**config.mk**
```make
export PLATFORM = sky130hd
export DESIGN_NAME = riscv_lsu_flat
export DESIGN_NICKNAME = d
export VERILOG_FILES = /design/src/rtl/riscv_lsu_if.sv /design/src/rtl/riscv_lsu.sv /design/src/flat_wrapper.sv
export SDC_FILE = /design/constraint.sdc
export NUM_CORES = 1
export LEC_CHECK = 0
export CAP_MARGIN = 40
export CORE_MARGIN = 2
export CORE_UTILIZATION = 55
export CTS_BUF_LIST = sky130_fd_sc_hd__clkbuf_8 sky130_fd_sc_hd__clkbuf_16
export CTS_CLUSTER_DIAMETER = 150
export DETAILED_ROUTE_END_ITERATION = 8
export DONT_BUFFER_PORTS = 1
export GPL_ROUTABILITY_DRIVEN = 0
export MAX_ROUTING_LAYER = met4
export PLACE_DENSITY_LB_ADDON = 0.08
export SETUP_SLACK_MARGIN = 0.4
export SLEW_MARGIN = 20
export SYNTH_ARGS = -nofsm -noshare
export SYNTH_HDL_FRONTEND = slang
export SYNTH_SLANG_ARGS = --single-unit
```
**constraint.sdc**
```tcl
create_clock -name clk -period 4.6 [get_ports clk]
set_input_delay 0.92 -clock clk [delete_from_list [all_inputs] [get_ports clk]]
set_output_delay 0.92 -clock clk [all_outputs]
set_load 0.01 [all_outputs]
```
**src/rtl/riscv_lsu_if.sv**
```systemverilog
// Data-memory port between the LSU (master) and the data memory (slave).
// Single outstanding request: req/addr/we/wdata/wmask hold until ack.
interface riscv_lsu_if;
   logic        mem_req_o;
   logic        mem_we_o;
   logic [31:0] mem_addr_o;
   logic [31:0] mem_wdata_o;
   logic [3:0]  mem_wmask_o;
   logic        mem_ack_i;
   logic [31:0] mem_rdata_i;

   modport master (
      output mem_req_o, mem_we_o, mem_addr_o, mem_wdata_o, mem_wmask_o,
      input  mem_ack_i, mem_rdata_i
   );

   modport slave (
      input  mem_req_o, mem_we_o, mem_addr_o, mem_wdata_o, mem_wmask_o,
      output mem_ack_i, mem_rdata_i
   );
endinterface

```
**src/rtl/riscv_lsu.sv**
```systemverilog
// RV32I MEM stage: loads/stores over a req/ack memory port, pass-through of
// non-memory results, lane alignment, sign/zero extension, misalignment,
// illegal-width and bus-timeout reporting. One instruction in flight.
module riscv_lsu #(
   parameter int TIMEOUT = 255,
   parameter int CNT_W   = 8
) (
   input  logic               clk,
   input  logic               rst,
   input  logic               ex_valid_i,
   output logic               ex_ready_o,
   input  logic [31:0]        ex_alu_p_i,
   input  logic [31:0]        ex_wdata_i,
   input  logic [2:0]         ex_funct3_i,
   input  logic               ex_load_i,
   input  logic               ex_store_i,
   input  logic [4:0]         ex_rd_i,
   input  logic               ex_rd_we_i,
   riscv_lsu_if.master        mem,
   output logic               wb_valid_o,
   input  logic               wb_ready_i,
   output logic [31:0]        wb_result_o,
   output logic [4:0]         wb_rd_o,
   output logic               wb_rd_we_o,
   output logic [1:0]         wb_exc_code_o
);

   typedef enum logic [1:0] {ST_IDLE = 2'd0, ST_REQ = 2'd1, ST_RESP = 2'd2} state_t;

   localparam logic [1:0] EXC_NONE  = 2'b00;
   localparam logic [1:0] EXC_MISAL = 2'b01;
   localparam logic [1:0] EXC_TOUT  = 2'b10;
   localparam logic [1:0] EXC_ILL   = 2'b11;

   // Stores allow only B/H/W; loads additionally allow BU/HU.
   function automatic logic funct3_legal(input logic [2:0] f3, input logic st);
      logic ok;
      ok = 1'b0;
      if (st) begin
         case (f3)
            3'b000, 3'b001, 3'b010: ok = 1'b1;
            default:                ok = 1'b0;
         endcase
      end else begin
         case (f3)
            3'b000, 3'b001, 3'b010, 3'b100, 3'b101: ok = 1'b1;
            default:                                ok = 1'b0;
         endcase
      end
      return ok;
   endfunction

   function automatic logic misaligned(input logic [2:0] f3, input logic [1:0] off);
      case (f3[1:0])
         2'b01:   return off[0];
         2'b10:   return (off != 2'b00);
         default: return 1'b0;
      endcase
   endfunction

   function automatic logic [3:0] store_mask(input logic [2:0] f3, input logic [1:0] off);
      case (f3[1:0])
         2'b00:   return 4'b0001 << off;
         2'b01:   return 4'b0011 << off;
         default: return 4'b1111;
      endcase
   endfunction

   function automatic logic [31:0] store_data(input logic [2:0] f3, input logic [31:0] w);
      case (f3[1:0])
         2'b00:   return {4{w[7:0]}};
         2'b01:   return {2{w[15:0]}};
         default: return w;
      endcase
   endfunction

   // Shift the addressed lane down to bit 0, then extend by width/sign.
   function automatic logic [31:0] load_extract(input logic [2:0] f3, input logic [1:0] off,
                                                input logic [31:0] rdata);
      logic [31:0] sh;
      sh = rdata >> {off, 3'b000};
      case (f3)
         3'b000:  return {{24{sh[7]}}, sh[7:0]};
         3'b100:  return {24'h000000, sh[7:0]};
         3'b001:  return {{16{sh[15]}}, sh[15:0]};
         3'b101:  return {16'h0000, sh[15:0]};
         default: return rdata;
      endcase
   endfunction

   state_t         state_r, next_state_s;
   logic           accept_s, is_mem_s, go_req_s, timeout_s;
   logic [1:0]     exc_s;
   logic [CNT_W-1:0] cnt_r;
   logic           mem_req_r, mem_we_r;
   logic [31:0]    mem_addr_r, mem_wdata_r;
   logic [3:0]     mem_wmask_r;
   logic [2:0]     op_f3_r;
   logic [31:0]    op_addr_r;
   logic [4:0]     op_rd_r;
   logic           op_rd_we_r, op_st_r;
   logic           wb_valid_r, wb_rd_we_r;
   logic [31:0]    wb_result_r;
   logic [4:0]     wb_rd_r;
   logic [1:0]     wb_exc_r;

   assign ex_ready_o = (state_r == ST_IDLE) | ((state_r == ST_RESP) & wb_ready_i);
   assign accept_s   = ex_valid_i & ex_ready_o;
   assign is_mem_s   = ex_load_i | ex_store_i;
   assign go_req_s   = is_mem_s & (exc_s == EXC_NONE);
   assign timeout_s  = (TIMEOUT != 0) && (cnt_r == CNT_W'(TIMEOUT));

   // Classify the incoming instruction; width legality outranks alignment.
   always_comb begin
      exc_s = EXC_NONE;
      if (!is_mem_s) begin
         exc_s = EXC_NONE;
      end else if (!funct3_legal(ex_funct3_i, ex_store_i)) begin
         exc_s = EXC_ILL;
      end else if (misaligned(ex_funct3_i, ex_alu_p_i[1:0])) begin
         exc_s = EXC_MISAL;
      end else begin
         exc_s = EXC_NONE;
      end
   end

   // Next-state logic; acceptance from IDLE and RESP behaves identically.
   always_comb begin
      next_state_s = state_r;
      case (state_r)
         ST_IDLE: begin
            if (accept_s) next_state_s = go_req_s ? ST_REQ : ST_RESP;
            else          next_state_s = ST_IDLE;
         end
         ST_REQ: begin
            if (mem.mem_ack_i || timeout_s) next_state_s = ST_RESP;
            else                            next_state_s = ST_REQ;
         end
         ST_RESP: begin
            if (accept_s)        next_state_s = go_req_s ? ST_REQ : ST_RESP;
            else if (wb_ready_i) next_state_s = ST_IDLE;
            else                 next_state_s = ST_RESP;
         end
         default: next_state_s = ST_IDLE;
      endcase
   end

   // State register.
   always_ff @(posedge clk or posedge rst) begin
      if (rst) state_r <= ST_IDLE;
      else     state_r <= next_state_s;
   end

   // Registered memory-port and write-back outputs plus in-flight op context.
   always_ff @(posedge clk or posedge rst) begin
      if (rst) begin
         mem_req_r   <= 1'b0;
         mem_we_r    <= 1'b0;
         mem_addr_r  <= 32'h0000_0000;
         mem_wdata_r <= 32'h0000_0000;
         mem_wmask_r <= 4'b0000;
         cnt_r       <= '0;
         op_f3_r     <= 3'b000;
         op_addr_r   <= 32'h0000_0000;
         op_rd_r     <= 5'd0;
         op_rd_we_r  <= 1'b0;
         op_st_r     <= 1'b0;
         wb_valid_r  <= 1'b0;
         wb_result_r <= 32'h0000_0000;
         wb_rd_r     <= 5'd0;
         wb_rd_we_r  <= 1'b0;
         wb_exc_r    <= EXC_NONE;
      end else if (accept_s) begin
         if (go_req_s) begin
            mem_req_r   <= 1'b1;
            mem_we_r    <= ex_store_i;
            mem_addr_r  <= {ex_alu_p_i[31:2], 2'b00};
            mem_wdata_r <= ex_store_i ? store_data(ex_funct3_i, ex_wdata_i) : 32'h0000_0000;
            mem_wmask_r <= ex_store_i ? store_mask(ex_funct3_i, ex_alu_p_i[1:0]) : 4'b0000;
            cnt_r       <= '0;
            op_f3_r     <= ex_funct3_i;
            op_addr_r   <= ex_alu_p_i;
            op_rd_r     <= ex_rd_i;
            op_rd_we_r  <= ex_rd_we_i;
            op_st_r     <= ex_store_i;
            wb_valid_r  <= 1'b0;
         end else begin
            // Pass-through result and faulting address are both the ALU value.
            wb_valid_r  <= 1'b1;
            wb_result_r <= ex_alu_p_i;
            wb_rd_r     <= ex_rd_i;
            wb_rd_we_r  <= is_mem_s ? 1'b0 : ex_rd_we_i;
            wb_exc_r    <= exc_s;
         end
      end else if (state_r == ST_REQ) begin
         if (mem.mem_ack_i) begin
            mem_req_r   <= 1'b0;
            wb_valid_r  <= 1'b1;
            wb_result_r <= op_st_r ? op_addr_r
                                   : load_extract(op_f3_r, op_addr_r[1:0], mem.mem_rdata_i);
            wb_rd_r     <= op_rd_r;
            wb_rd_we_r  <= op_st_r ? 1'b0 : op_rd_we_r;
            wb_exc_r    <= EXC_NONE;
         end else if (timeout_s) begin
            mem_req_r   <= 1'b0;
            wb_valid_r  <= 1'b1;
            wb_result_r <= op_addr_r;
            wb_rd_r     <= op_rd_r;
            wb_rd_we_r  <= 1'b0;
            wb_exc_r    <= EXC_TOUT;
         end else begin
            cnt_r <= cnt_r + CNT_W'(1);
         end
      end else if ((state_r == ST_RESP) && wb_ready_i) begin
         wb_valid_r <= 1'b0;
      end
   end

   assign mem.mem_req_o   = mem_req_r;
   assign mem.mem_we_o    = mem_we_r;
   assign mem.mem_addr_o  = mem_addr_r;
   assign mem.mem_wdata_o = mem_wdata_r;
   assign mem.mem_wmask_o = mem_wmask_r;
   assign wb_valid_o      = wb_valid_r;
   assign wb_result_o     = wb_result_r;
   assign wb_rd_o         = wb_rd_r;
   assign wb_rd_we_o      = wb_rd_we_r;
   assign wb_exc_code_o   = wb_exc_r;

endmodule

```
**src/flat_wrapper.sv**
```systemverilog
// flat-port wrapper written by rule: the top's interface ports become plain ports
module riscv_lsu_flat 
#(
   parameter int TIMEOUT = 255,
   parameter int CNT_W   = 8
)
  (clk, rst, ex_valid_i, ex_ready_o, ex_alu_p_i, ex_wdata_i, ex_funct3_i, ex_load_i, ex_store_i, ex_rd_i, ex_rd_we_i, wb_valid_o, wb_ready_i, wb_result_o, wb_rd_o, wb_rd_we_o, wb_exc_code_o, mem_mem_req_o, mem_mem_we_o, mem_mem_addr_o, mem_mem_wdata_o, mem_mem_wmask_o, mem_mem_ack_i, mem_mem_rdata_i);
  riscv_lsu_if mem_i ();
  input  logic clk;
  input  logic rst;
  input  logic ex_valid_i;
  output logic ex_ready_o;
  input  logic [31:0] ex_alu_p_i;
  input  logic [31:0] ex_wdata_i;
  input  logic [2:0] ex_funct3_i;
  input  logic ex_load_i;
  input  logic ex_store_i;
  input  logic [4:0] ex_rd_i;
  input  logic ex_rd_we_i;
  output logic wb_valid_o;
  input  logic wb_ready_i;
  output logic [31:0] wb_result_o;
  output logic [4:0] wb_rd_o;
  output logic wb_rd_we_o;
  output logic [1:0] wb_exc_code_o;
  output wire logic [$bits(mem_i.mem_req_o)-1:0] mem_mem_req_o;
  output wire logic [$bits(mem_i.mem_we_o)-1:0] mem_mem_we_o;
  output wire logic [$bits(mem_i.mem_addr_o)-1:0] mem_mem_addr_o;
  output wire logic [$bits(mem_i.mem_wdata_o)-1:0] mem_mem_wdata_o;
  output wire logic [$bits(mem_i.mem_wmask_o)-1:0] mem_mem_wmask_o;
  input wire logic [$bits(mem_i.mem_ack_i)-1:0] mem_mem_ack_i;
  input wire logic [$bits(mem_i.mem_rdata_i)-1:0] mem_mem_rdata_i;
  assign mem_mem_req_o = mem_i.mem_req_o;
  assign mem_mem_we_o = mem_i.mem_we_o;
  assign mem_mem_addr_o = mem_i.mem_addr_o;
  assign mem_mem_wdata_o = mem_i.mem_wdata_o;
  assign mem_mem_wmask_o = mem_i.mem_wmask_o;
  assign mem_i.mem_ack_i = mem_mem_ack_i;
  assign mem_i.mem_rdata_i = mem_mem_rdata_i;
  riscv_lsu #(.TIMEOUT(TIMEOUT), .CNT_W(CNT_W)) u_core (.clk(clk), .rst(rst), .ex_valid_i(ex_valid_i), .ex_ready_o(ex_ready_o), .ex_alu_p_i(ex_alu_p_i), .ex_wdata_i(ex_wdata_i), .ex_funct3_i(ex_funct3_i), .ex_load_i(ex_load_i), .ex_store_i(ex_store_i), .ex_rd_i(ex_rd_i), .ex_rd_we_i(ex_rd_we_i), .mem(mem_i), .wb_valid_o(wb_valid_o), .wb_ready_i(wb_ready_i), .wb_result_o(wb_result_o), .wb_rd_o(wb_rd_o), .wb_rd_we_o(wb_rd_we_o), .wb_exc_code_o(wb_exc_code_o));
endmodule
```
======== Word level (Yosys, flattened, before mapping) ========
Index checks and enable logic that the tools add are counted.
storage, ports and cells
  register bits ........................... 160
  input port bits ......................... 112
cells by class
  add/subtract/negate cells ............... 1
  equal/unequal tests ..................... 17
  shift-type cells ........................ 3
  mux-type cells .......................... 59
  bitwise operators ....................... 5
  reduce and logical (&&, ||, !) cells .... 18
operators by type and width
  operator             number
  $mux 32              7
  $pmux 32 s4          1
  $pmux 32 s2          1
  $mux 8               5
  $shr 32x5->16        1
  $mux 5               5
  $mux 1               24
  $mux 2               12
  $eq 3x3->1 const B   4
  $add 8x1->8 const B  1
  $eq 8x8->1 const B   1
  $pmux 4 s2           1
  $eq 3x1->1 const B   2
  $logic_not 2->1      3
  $logic_not 3->1      2
  $pmux 2 s3           1
  $reduce_and 3->1     2
  $reduce_bool 3->1    2
  $reduce_or 5->1      1
  $eq 2x1->1 const B   2
  $eq 2x2->1 const B   2
  $mux 4               1
  $ne 2x1->1 const B   2
  $ne 2x2->1 const B   2
  13 further kinds     18

======== Longest topological paths before layout ========
  word-level depth ........................ 15
  gate-level depth with buffers ........... 10
  mapped depth without buffers ............ 7

======== Worst setup path after synthesis ========
Ideal clock, no wire load.
  path kind ............................... input port to flip-flop
  from .................................... input port ex_funct3_i[1]
  to ...................................... register u_core.wb_result_r[10] (netlist: u_core.wb_result_o[10])
  arrival time ............................ 2.583 ns
  data required time ...................... 4.475 ns
  setup slack ............................. 1.892 ns
  stages on the path ...................... 9
  buffers on the path ..................... 2
  cells stage by stage .................... inv_1 ha_1 buf_2 a2bb2oi_1 o311a_4 a31oi_4 a21oi_4 buf_6 mux2_4
on the way
  word-level cells in the longest chain between the ends .. 11
  elaborated cells between the ends (all ways) .. 23
ends and longest elaborated chain
  item                                     RTL line                                            text
  start, declared                          flat_wrapper.sv:15                                  input logic [2:0] ex_funct3_i;
  $eq 3x1->1 (tied with other cells)       riscv_lsu.sv:40, riscv_lsu.sv:45
  $reduce_or 5->1 (tied with other cells)  riscv_lsu.sv:45                                     case (f3)
  $mux 1 (on tied branches)                riscv_lsu.sv:45, riscv_lsu.sv:118, riscv_lsu.sv:40
  $mux 1 (on tied branches)                riscv_lsu.sv:39, riscv_lsu.sv:116
  $mux 1 (on tied branches)                riscv_lsu.sv:116, riscv_lsu.sv:120
  $mux 2 *                                 riscv_lsu.sv:118                                    end else if (!funct3_legal(ex_funct3_i, ex_store_i)) begin
  $mux 2 *                                 riscv_lsu.sv:116                                    if (!is_mem_s) begin
  $logic_not 2->1 *                        riscv_lsu.sv:110                                    assign go_req_s = is_mem_s & (exc_s == EXC_NONE);
  $and 1x1->1 *                            riscv_lsu.sv:110
  $ne 2x2->1 (no source line) *            n/a
  $reduce_and 3->1 (no source line) *      n/a
  end signal, assigned                     riscv_lsu.sv:190                                    wb_result_r <= ex_alu_p_i;
  end signal, assigned                     riscv_lsu.sv:199                                    wb_result_r <= op_st_r ? op_addr_r
  end signal, assigned                     riscv_lsu.sv:207                                    wb_result_r <= op_addr_r;
  end, declared                            riscv_lsu.sv:103                                    logic [31:0] wb_result_r;
Mark *: on every way between the ends. The rest lies on a longest branch, timed or not. The select of a mux whose other input is x is not followed.
A chain may end at the register's enable or synchronous reset.

======== Worst setup path in the final report ========
  from .................................... input port ex_funct3_i[0]
  to ...................................... register u_core.wb_result_r[15] (netlist: u_core.wb_result_o[15])
Same word-level chain as after synthesis.

==> results.yml <==
pwr:
  vdd_ir_drop_max_uv: 331
  seqPwrFrac: 0.454
  power.combinational.fraction: 0.289
  power.share.clock: 0.257
  p_sw_mw: 2.07
  p_int_mw: 3.13
  powerDensity_nw_per_um2: 680
  sw_frac_of_total: 0.398
  finalPower_mw: 5.20
  leakagePower_nw: 3.51
clock_tree:
  clkTransAtPathRegs_ns: 0.06
  cts.sinks: 130
  cts_root_buf: "clkbuf_16"
  htreeDepth: 4
  tritoncts: "done"
  clock_latency_ns: 0.42
  holdBufCountCts: 0
  cts_made_buffers: 17
  clock_path_buffers: 2
  post_cts_resize_count: 0
  post_cts_buffers: 0
final_layout:
  syn2layout_area_growth_pct: 6.94
  drive_above_1_share: 0.109
  n_antenna_cell: 0
  layout.nets: 873
  fin_area_um2: 7650
  instances_no_fill: 942
floorplanning:
  num_io_pins: 224
  fp.coreArea_um2: 12700
  die_area_um2: 13900
  die_height_um: 118
  die_x_um: 118
  start_util: 0.565
  rows: 41
global_route:
  grt_usage: 0.298
  antenna_found_initial: 0
  grt_pass1_wl_um: 31700
  grtUsageMet2: 0.430
  gr-total-overflow: 0
  grt_use_met3: 0.0964
  grt_pass1_vias: 5669
  grt_max_degree: 53
  use_met1: 0.391
  top_usage_layer: "met2"
critical_path:
  endpoint_kind: "register"
  path_max_fanout: 23
  slowest_stage: "ha_1"
  arrival_ns: 3.38
  critPathRequiredTime_ns: 4.90
  crit_path_max_incr_delay_ns: 0.62
  critPathKind: "in -> reg"
  critPathLaunchType: "primary input"
  crit_path_cell_trace: "inv_1 -> ha_1 -> a2bb2oi_1 -> o311a_4 -> a31oi_4 -> a21oi_4 -> buf_16 -> mux2_2"
flow_run:
  drv_cap: 0
route:
  via_per_inst: 6.18
  drc_errors: 0
  ant_nets: 0
  first_pass_iters: 6
  wirelength_um: 19800
  via_count: 5822
  routedWlPerCell_um: 21.1
  drtIter0Drc: 495
sta:
  rsz0062_at_grt: "false"
  max-slew-margin-rel: 0.414
  finalCritPeriodShare: 0.670
  finalSetupTns_ns: 0
  setup_viol: 0
  drv_slew: 0
  skew_ns: 0.00936
  worst_pin_slew_ns: 0.880
  final_hold_viol_count: 0
  fin_crit_ns: 3.08
  fmax_mhz: 325
synth:
  synth-seq-cells: 130
  synth_area_um2: 7160
  ys.flop_type: "dfrtp_1"
  avgSynthCellArea_um2: 8.79
  async_flop_share: 1.00
  syn_inst: 814
  synth-seq-area-share: 0.454
  synth-edff-count: 0
  synth.distinct_cells: 51
  synth_warnings: 0
placement:
  portBuffers: 0
  dp_hpwl_um: 14300
  place_inst: 908
  place_area_um2: 7030
min_path:
  worstHoldPathType: "reg -> reg"
status:
  status: "complete, no violations"
-- logic make-up after synthesis --
| kind of cell | count (synthesis) | synth area share |
|---|---|---|
| DFF | 130 | 0.454 |
| AOI/OAI and AO/OA | 235 | 0.214 |
| muxes | 39 | 0.0607 |
| buffers and inverters | 104 | 0.0785 |
| adders and majority gates | 4 | 0.00699 |
| xor gates and xnor gates | 5 | 0.00612 |
| and+or+nand+nor | 296 | 0.179 |
| other | 1 | 0.000524 |
-- through the flow --
step	hold slack, ns	worst slack (ns)	utilization
floorplan	0.445	1.89	-
global placement	0.456	0.892	0.550
detailed placement	0.462	0.778	0.555
CTS	0.477	1.21	0.602
global route	0.495	1.37	0.604
finish	0.478	1.52	0.604
-- power groups by stage --
stage | logic (mW) | clock network [mW] | registers, mW
finish | 1.50 | 1.34 | 2.36
global route | 1.71 | 1.42 | 2.43
CTS | 1.48 | 1.36 | 2.36
detailed placement | 1.48 | 0 | 2.37
global placement | 1.41 | 0 | 2.36
floorplan | 1.53 | 0 | 2.06
-- cells in the mapped netlist, drive strengths merged (5+ instances only) --
library cell  instances  area (µm²)
a22oi                20         150
o21ai                85         425
a221oi               16         140
nor3                  5        35.0
inv                   9        33.8
nor2b                12        82.6
a221o                16         160
clkbuf               41         154
nand2               174         653
xnor2                 5        43.8
and3                 17         106
o21a                  7        52.6
mux2                 17         214
dfrtp               130        3250
mux2i                22         220
nor2                 53         204
a22o                  8        70.1
nand3                19        95.1
a21oi                63         327
buf                  54         374
-- worst max-delay path: cells and delay by family --
kind / cells / cell delay (ns)
AOI/OAI and AO/OA: 4 / 1.19
muxes: 1 / 0.35
adders and majority gates: 1 / 0.62
buffers and inverters: 2 / 0.29
-- registers in the layout, summed over array words and instances (netlist names), 3 cells and up --
name	flops
u_core.cnt_r	8
u_core.mem.mem_wdata_o	32
u_core.mem.mem_wmask_o	4
u_core.op_addr_r	31
u_core.op_f3_r	3
u_core.op_rd_r	5
u_core.wb_rd_o	5
u_core.wb_result_o	32
-- final cells by class --
| cell class | instances | area [µm²] |
|---|---|---|
| clock buffer | 19 | 453 |
| clock inverter | 13 | 135 |
| fill | 1142 | 5020 |
| inverter | 9 | 37.5 |
| multi-input combinational | 581 | 3370 |
| sequential | 130 | 3250 |
| tap | 172 | 215 |
| timing repair buffer | 18 | 193 |
-- layout by cell type, fill, tap and decap left out, types with 3 or more instances in the layout --
master        n
nand4_1       4
or3_1         3
nor2b_1      10
a22oi_1      20
clkbuf_16    17
nor3_1        3
buf_4        12
and3_1       17
a221oi_1     16
dfrtp_1     130
mux2_4        6
clkinvlp_4    5
mux2_2       11
a221o_1      16
a21oi_1      62
xnor2_1       5
clkinv_2      3
nand2b_1      4
mux2i_1      22
a31oi_1       3
o21a_1        7
or2_2         3
o21ai_0      83
nor2_1       51
a22o_1        8
nand3_1      18
inv_1         9
ha_1          4
nand2_1     174
-- final timing paths --
kind                                                from                                 end  slack, ns  cells past startpoint
max                                       ex_funct3_i[0]  u_core.wb_result_o[15]$_DFFE_PP0P_       1.52                      8
min                        u_core.op_rd_r[4]$_DFFE_PP0N_       u_core.op_rd_r[4]$_DFFE_PP0N_       0.48                      2
max reg2reg                  u_core.state_r[1]$_DFF_PP0_   u_core.wb_result_o[9]$_DFFE_PP0P_       2.04                      6
min reg2reg                u_core.op_rd_r[4]$_DFFE_PP0N_       u_core.op_rd_r[4]$_DFFE_PP0N_       0.48                      2
max in group asynchronous                            rst       u_core.op_rd_r[0]$_DFFE_PP0N_       3.49                      3
min in group asynchronous                            rst    u_core.op_addr_r[19]$_DFFE_PP0N_       0.52                      2
-- per-layer routing --
metal | vias up | part of all wire
met4 | 0 | 0.025
li1 | 2698 | -
met2 | 282 | 0.45
met3 | 39 | 0.097
met1 | 2803 | 0.42
met5 | - | 0
No activity file was read; power rests on OpenSTA's default activity.
